### src/rtl/flow_stack_pkg.sv
// flow_stack_pkg: op encoding shared by decode and flow_stack, plus the
// per-stack command bundle that flow_stack derives from a decoded op.
package flow_stack_pkg;

  localparam int FS_OP_W = 3;

  localparam logic [FS_OP_W-1:0] FS_OP_NONE   = 3'd0;
  localparam logic [FS_OP_W-1:0] FS_OP_CALL   = 3'd1;
  localparam logic [FS_OP_W-1:0] FS_OP_RET    = 3'd2;
  localparam logic [FS_OP_W-1:0] FS_OP_PUSHEN = 3'd3;
  localparam logic [FS_OP_W-1:0] FS_OP_POPEN  = 3'd4;
  localparam logic [FS_OP_W-1:0] FS_OP_ALLEN  = 3'd5;

  // One command per stack per cycle; at most one field is set.
  typedef struct packed {
    logic push;
    logic pop;
    logic repl;
  } fs_stack_cmd_t;

  // Split a qualified op into call-stack and enable-stack commands.
  // Codes 6 and 7 fall through to "no command".
  function automatic void fs_decode(input  logic               valid,
                                    input  logic [FS_OP_W-1:0] op,
                                    output fs_stack_cmd_t      call_cmd,
                                    output fs_stack_cmd_t      en_cmd);
    call_cmd = '0;
    en_cmd   = '0;
    if (valid) begin
      case (op)
        FS_OP_CALL:   call_cmd.push = 1'b1;
        FS_OP_RET:    call_cmd.pop  = 1'b1;
        FS_OP_PUSHEN: en_cmd.push   = 1'b1;
        FS_OP_POPEN:  en_cmd.pop    = 1'b1;
        FS_OP_ALLEN:  en_cmd.repl   = 1'b1;
        default: ;
      endcase
    end
  endfunction

endpackage

### src/rtl/flow_stack_if.sv
// flow_stack_if: decode-side op bus plus the status seen by fetch/writeback.
//
// Handshake: op_valid qualifies op/call_pc/cond_mask for exactly the cycle it
// is high. There is no ready: the unit accepts one op every cycle, so an op
// is consumed on the rising edge where op_valid=1. err_clr is a level input
// sampled every edge, independent of op_valid.
interface flow_stack_if #(
  parameter int ADDR_W     = 16,
  parameter int CALL_DEPTH = 4,
  parameter int LANES      = 1
);
  logic                                op_valid;
  logic [flow_stack_pkg::FS_OP_W-1:0]  op;
  logic [ADDR_W-1:0]                   call_pc;
  logic [LANES-1:0]                    cond_mask;
  logic                                err_clr;

  logic [ADDR_W-1:0]                   ret_addr;
  logic                                ret_valid;
  logic [$clog2(CALL_DEPTH+1)-1:0]     call_depth;
  logic [LANES-1:0]                    en_mask;
  logic                                any_en;
  logic                                err_overflow;
  logic                                err_underflow;

  // Decode stage drives ops and observes status.
  modport master (
    output op_valid, op, call_pc, cond_mask, err_clr,
    input  ret_addr, ret_valid, call_depth, en_mask, any_en,
           err_overflow, err_underflow
  );

  // flow_stack consumes ops and drives status.
  modport slave (
    input  op_valid, op, call_pc, cond_mask, err_clr,
    output ret_addr, ret_valid, call_depth, en_mask, any_en,
           err_overflow, err_underflow
  );
endinterface

### src/rtl/flow_stack_lifo_core.sv
// lifo_core: push / pop / replace-top stack. A push into a full stack drops
// the oldest entry; a pop from an empty stack is a no-op. The top reads
// RESET_VAL whenever the stack is empty. overflow/underflow are same-cycle
// event strobes for the operation being presented.
module lifo_core #(
  parameter int               WIDTH     = 16,
  parameter int               DEPTH     = 4,
  parameter logic [WIDTH-1:0] RESET_VAL = '0,
  localparam int              CW        = $clog2(DEPTH + 1),
  localparam int              IW        = $clog2(DEPTH)
) (
  input  logic             clk,
  input  logic             rst_n,
  input  logic             push,
  input  logic             pop,
  input  logic             repl,
  input  logic [WIDTH-1:0] push_data,
  input  logic [WIDTH-1:0] repl_data,
  output logic [CW-1:0]    count,
  output logic [WIDTH-1:0] top,
  output logic             overflow,
  output logic             underflow
);

  logic [WIDTH-1:0] mem [DEPTH];
  logic [CW-1:0]    cnt;
  logic             full;
  logic             empty;
  logic [IW-1:0]    top_idx;
  logic [IW-1:0]    wr_idx;

  assign full    = (cnt == CW'(DEPTH));
  assign empty   = (cnt == '0);
  assign top_idx = IW'(cnt - CW'(1));
  assign wr_idx  = IW'(cnt);

  assign count     = cnt;
  assign top       = empty ? RESET_VAL : mem[top_idx];
  assign overflow  = push & full;
  assign underflow = pop & ~push & empty;

  // Storage and occupancy: push wins over pop, pop over replace.
  always_ff @(posedge clk or negedge rst_n) begin
    if (!rst_n) begin
      cnt <= '0;
      for (int i = 0; i < DEPTH; i++) mem[i] <= RESET_VAL;
    end else if (push) begin
      if (full) begin
        for (int i = 0; i < DEPTH - 1; i++) mem[i] <= mem[i+1];
        mem[DEPTH-1] <= push_data;
      end else begin
        mem[wr_idx] <= push_data;
        cnt         <= cnt + CW'(1);
      end
    end else if (pop) begin
      if (!empty) cnt <= cnt - CW'(1);
    end else if (repl && !empty) begin
      mem[top_idx] <= repl_data;
    end
  end

endmodule

### src/rtl/flow_stack.sv
// flow_stack: call/return address stack and per-lane enable-mask stack.
// Two independent lifo_core instances; every status output comes straight
// from registered state, so ret_addr already shows the entry a RET pops.
// Optional build macro: FLOW_STACK_ERR_EN adds sticky overflow/underflow
// flags cleared by err_clr; without it the flags read 0.
module flow_stack
  import flow_stack_pkg::*;
#(
  parameter int ADDR_W     = 16,
  parameter int CALL_DEPTH = 4,
  parameter int EN_DEPTH   = 32,
  parameter int LANES      = 1
) (
  input  logic         clk,
  input  logic         reset,
  flow_stack_if.slave  bus
);

  localparam int CCW = $clog2(CALL_DEPTH + 1);
  localparam int ECW = $clog2(EN_DEPTH + 1);

  fs_stack_cmd_t     call_cmd;
  fs_stack_cmd_t     en_cmd;
  logic [ADDR_W-1:0] ret_next;
  logic [CCW-1:0]    call_cnt;
  logic [ADDR_W-1:0] call_top;
  logic              call_ovf;
  logic              call_unf;
  logic [LANES-1:0]  en_push_val;
  logic [ECW-1:0]    en_cnt;
  logic [LANES-1:0]  en_top;
  logic              en_ovf;
  logic              en_unf;

  // Route the decoded op to exactly one of the two stacks.
  always_comb begin
    call_cmd = '0;
    en_cmd   = '0;
    fs_decode(bus.op_valid, bus.op, call_cmd, en_cmd);
  end

  // Return target wraps modulo 2^ADDR_W.
  assign ret_next    = bus.call_pc + ADDR_W'(1);
  // A nested condition can only narrow the currently enabled lanes.
  assign en_push_val = en_top & bus.cond_mask;

  lifo_core #(
    .WIDTH     (ADDR_W),
    .DEPTH     (CALL_DEPTH),
    .RESET_VAL ('0)
  ) u_call (
    .clk       (clk),
    .rst_n     (reset),
    .push      (call_cmd.push),
    .pop       (call_cmd.pop),
    .repl      (call_cmd.repl),
    .push_data (ret_next),
    .repl_data (ret_next),
    .count     (call_cnt),
    .top       (call_top),
    .overflow  (call_ovf),
    .underflow (call_unf)
  );

  lifo_core #(
    .WIDTH     (LANES),
    .DEPTH     (EN_DEPTH),
    .RESET_VAL ({LANES{1'b1}})
  ) u_en (
    .clk       (clk),
    .rst_n     (reset),
    .push      (en_cmd.push),
    .pop       (en_cmd.pop),
    .repl      (en_cmd.repl),
    .push_data (en_push_val),
    .repl_data ({LANES{1'b1}}),
    .count     (en_cnt),
    .top       (en_top),
    .overflow  (en_ovf),
    .underflow (en_unf)
  );

  assign bus.ret_addr   = call_top;
  assign bus.ret_valid  = (call_cnt != '0);
  assign bus.call_depth = call_cnt;
  assign bus.en_mask    = en_top;
  assign bus.any_en     = |en_top;

  // Enable-stack occupancy is internal only.
  logic unused_en_cnt;
  assign unused_en_cnt = &{1'b0, en_cnt};

`ifdef FLOW_STACK_ERR_EN
  logic ovf_q;
  logic unf_q;

  // Sticky error flags; a new event in the same cycle beats err_clr.
  always_ff @(posedge clk or negedge reset) begin
    if (!reset) begin
      ovf_q <= 1'b0;
      unf_q <= 1'b0;
    end else begin
      if (call_ovf || en_ovf)   ovf_q <= 1'b1;
      else if (bus.err_clr)     ovf_q <= 1'b0;
      if (call_unf || en_unf)   unf_q <= 1'b1;
      else if (bus.err_clr)     unf_q <= 1'b0;
    end
  end

  assign bus.err_overflow  = ovf_q;
  assign bus.err_underflow = unf_q;
`else
  // Flags absent in this build; saturation/discard behaviour is unchanged.
  logic unused_err;
  assign unused_err        = &{1'b0, bus.err_clr, call_ovf, call_unf, en_ovf, en_unf};
  assign bus.err_overflow  = 1'b0;
  assign bus.err_underflow = 1'b0;
`endif

endmodule

### src/flat_wrapper.sv
// flat-port wrapper written by rule: the top's interface ports become plain ports
module flow_stack_flat import flow_stack_pkg::*;
#(
  parameter int ADDR_W     = 16,
  parameter int CALL_DEPTH = 4,
  parameter int EN_DEPTH   = 32,
  parameter int LANES      = 1
)
  (clk, reset, bus_op_valid, bus_op, bus_call_pc, bus_cond_mask, bus_err_clr, bus_ret_addr, bus_ret_valid, bus_call_depth, bus_en_mask, bus_any_en, bus_err_overflow, bus_err_underflow);
  flow_stack_if #(.ADDR_W(ADDR_W), .CALL_DEPTH(CALL_DEPTH), .LANES(LANES)) bus_i ();
  input  logic clk;
  input  logic reset;
  input wire logic [$bits(bus_i.op_valid)-1:0] bus_op_valid;
  input wire logic [$bits(bus_i.op)-1:0] bus_op;
  input wire logic [$bits(bus_i.call_pc)-1:0] bus_call_pc;
  input wire logic [$bits(bus_i.cond_mask)-1:0] bus_cond_mask;
  input wire logic [$bits(bus_i.err_clr)-1:0] bus_err_clr;
  output wire logic [$bits(bus_i.ret_addr)-1:0] bus_ret_addr;
  output wire logic [$bits(bus_i.ret_valid)-1:0] bus_ret_valid;
  output wire logic [$bits(bus_i.call_depth)-1:0] bus_call_depth;
  output wire logic [$bits(bus_i.en_mask)-1:0] bus_en_mask;
  output wire logic [$bits(bus_i.any_en)-1:0] bus_any_en;
  output wire logic [$bits(bus_i.err_overflow)-1:0] bus_err_overflow;
  output wire logic [$bits(bus_i.err_underflow)-1:0] bus_err_underflow;
  assign bus_i.op_valid = bus_op_valid;
  assign bus_i.op = bus_op;
  assign bus_i.call_pc = bus_call_pc;
  assign bus_i.cond_mask = bus_cond_mask;
  assign bus_i.err_clr = bus_err_clr;
  assign bus_ret_addr = bus_i.ret_addr;
  assign bus_ret_valid = bus_i.ret_valid;
  assign bus_call_depth = bus_i.call_depth;
  assign bus_en_mask = bus_i.en_mask;
  assign bus_any_en = bus_i.any_en;
  assign bus_err_overflow = bus_i.err_overflow;
  assign bus_err_underflow = bus_i.err_underflow;
  flow_stack #(.ADDR_W(ADDR_W), .CALL_DEPTH(CALL_DEPTH), .EN_DEPTH(EN_DEPTH), .LANES(LANES)) u_core (.clk(clk), .reset(reset), .bus(bus_i));
endmodule
### config.mk
export PLATFORM = sky130hd
export DESIGN_NAME = flow_stack_flat
export DESIGN_NICKNAME = d
export VERILOG_FILES = /design/src/rtl/flow_stack_pkg.sv /design/src/rtl/flow_stack_if.sv /design/src/rtl/flow_stack_lifo_core.sv /design/src/rtl/flow_stack.sv /design/src/flat_wrapper.sv
export SDC_FILE = /design/constraint.sdc
export NUM_CORES = 1
export LEC_CHECK = 0
export CORE_MARGIN = 2
export CORE_UTILIZATION = 35
export CTS_BUF_LIST = sky130_fd_sc_hd__clkbuf_4 sky130_fd_sc_hd__clkbuf_8
export DETAILED_ROUTE_END_ITERATION = 16
export GPL_TIMING_DRIVEN = 1
export HOLD_SLACK_MARGIN = 0.05
export MAX_ROUTING_LAYER = met4
export PLACE_DENSITY = 0.51
export SYNTH_ARGS = -nofsm -noshare
export SYNTH_HDL_FRONTEND = slang
export SYNTH_SLANG_ARGS = --single-unit
### constraint.sdc
create_clock -name clk -period 4.16 [get_ports clk]
set_input_delay 0.416 -clock clk [delete_from_list [all_inputs] [get_ports clk]]
set_output_delay 0.416 -clock clk [all_outputs]
set_load 0.1 [all_outputs]
==> metrics <==
async set-reset flop share out of synthesis 1.00; RSZ-0062 raised after global routing no; DRC errors left 0; die height about 150 um; P&R area growth vs syn 13.5%; most frequent cells in the layout nand2_1 (93), o21ai_0 (81), dfrtp_1 (73), nor2_1 (69), a21oi_1 (59); clk sink count between 100 and 150; Critical Path RT 3740 ps; Ports 48; first-pass GRT wire length roughly 38 mm; worst reg2reg endpoint u_core.u_en.mem[13]; clock root buffer clkbuf_8; htree depth 3; Syn Area/Cell 8.74 sq um; Vias/cell 5.97; CTS tree done; path depth of the worst reg2reg path 8; Post-CTS Hold Fix Bufs 0; status finished, final reports clean; register area share after synthesis 0.351; antenna violations before repair 0; CTS clock-pin slew for the worst setup and hold paths 120 ps; Rows 53; GP Congestion 0.865; core area 21,200 sq um; crit share post-route 0.893; Worst Path Max Fanout 19; R2R Path Start u_core.u_en.count[1]; layout cells sized above 1 0.179; nets@finish 908; Initial Util 0.359; worst-skew pair later-pin latency 410 ps; CTS Buffer Depth 2; Post-DP HPWL 15.8 mm; gr usage total 0.223; Min-Delay Path Class in2async; vias in the first global route about 6.6k; first-pass iteration count of the detailed router 5; Clock Skew 16.7 ps; Setup TNS 0 ps; clock buffer count from CTS 9; worst-margin pin slew 1160 ps; post-synthesis register bit count 105; post-cts repair resize count 0; placed cell area 8410 sq um; Data arrival, critical path 3300 ps; Syn. warnings 0; DRT iter0 DRCs between 400 and 500; via count 6,882; largest net degree at the start of global routing 61; mapped cell area 7590 sq um; CP Capture Type output port; routed len/inst ~21 um; leading cell type in the layout, fill and taps excluded nand2_1; gr ovfl total 0; I/O Buffers 44; fin area around 8600 sq um; final WL 24.1 mm; highest clock rate ~0.27 GHz; chip width 151 um; die area 22,900 sq um; synthesized instance count 869; antenna-violating nets left 0; startpoint class of the critical path register; R2R setup slack between 700 and 800 ps; Primary FF master, synth dfrtp_1; CP Class reg2out; setup bufs post-CTS 0; min Tclk post-route between 3000 and 4000 ps; final hold viol count 0; Max Transition Viols Final 0; Slew headroom 0.225; Setup-failing EPs final 0; Post-synth EDFFs 0; max_cap viols 0; ant diodes 0; Cell variety after synth 81
==> critical path, cell delays in order (launching register included) <==
cell	delay, ps
dfrtp_1	550
inv_1	170
ha_1	640
xor2_2	380
mux2_2	410
o31ai_4	210
o2111ai_4	260
buf_12	260
==> sequential cells by signal, summed over array words and instances, names as in the netlist <==
name	cells
u_core.u_call.mem	64
u_core.u_en.mem	32
u_core.u_en.count	6
u_core.u_call.count	3
==> through the flow <==
stage / setup WS, ps / hold slack (ps) / std cells / utilization
floorplan: -108 / 120 / 870 / -
global placement: 782 / 458 / 1136 / 0.398
detailed placement: 764 / 465 / 1136 / 0.398
CTS: 426 / 121 / 1152 / 0.407
global route: 282 / 130 / 1152 / 0.407
finish: 445 / 88.6 / 1152 / 0.407
==> cell type report <==
type | count | area, sq um
inverters | 17 | 63.8
well taps | 275 | 344
fillers | 2105 | 12500
clock buffers | 9 | 124
multi-input cells | 669 | 4520
repair buffers | 70 | 811
flip-flops and latches | 105 | 2670
clock inverters | 7 | 82.6
==> kinds of logic after synthesis <==
family | synth area share
buffers and inverters | 0.0562
and+or+nand+nor | 0.187
xor gates and xnor gates | 0.0275
DFF | 0.351
adders and majority gates | 0.0198
AOI/OAI and AO/OA | 0.264
other | 0.000494
muxes | 0.0941
==> layer usage <==
metal	vias up	track usage	share of wire
met4	0	0.0794	0.020
met1	3427	0.291	0.44
met3	30	0.0301	0.047
li1	3197	-	-
met2	228	0.356	0.49
met5	-	-	0
==> synthesized netlist by cell type, drive strengths merged, types with 7 or more instances <==
library cell	number	area [sq um]
nor2b	24	150
nand3	27	135
a21o	7	53.8
nand2b	10	62.6
a21oi	59	295
mux4	24	541
o21ai	88	455
o22ai	20	125
and2	20	125
nor3	12	70.1
xnor2	14	123
nor2	70	265
clkbuf	52	196
a31oi	25	156
nand4	9	56.3
mux2i	14	140
dfstp	32	841
xor2	9	86.3
inv	16	60.1
buf	27	166
ha	12	150
o31ai	15	161
dfrtp	73	1830
nand2	94	360
a22oi	36	270
==> worst max-delay path by stage <==
stage,from,to,slack (ps),cells past startpoint
finish,u_core.u_en.count[1],bus_any_en,440,7
CTS,u_core.u_en.count[1],bus_any_en,430,7
global placement,u_core.u_en.count[1],u_core.u_en.mem[13],780,8
floorplan,u_core.u_call.count[0],bus_ret_addr[10],-110,8
global route,u_core.u_en.count[1],bus_en_mask,280,7
detailed placement,u_core.u_en.count[1],u_core.u_en.mem[30],760,8
Power is left out: the tool's default activity adds up to more than one toggle a clock period on the data nets, which glitch-free logic cannot reach.
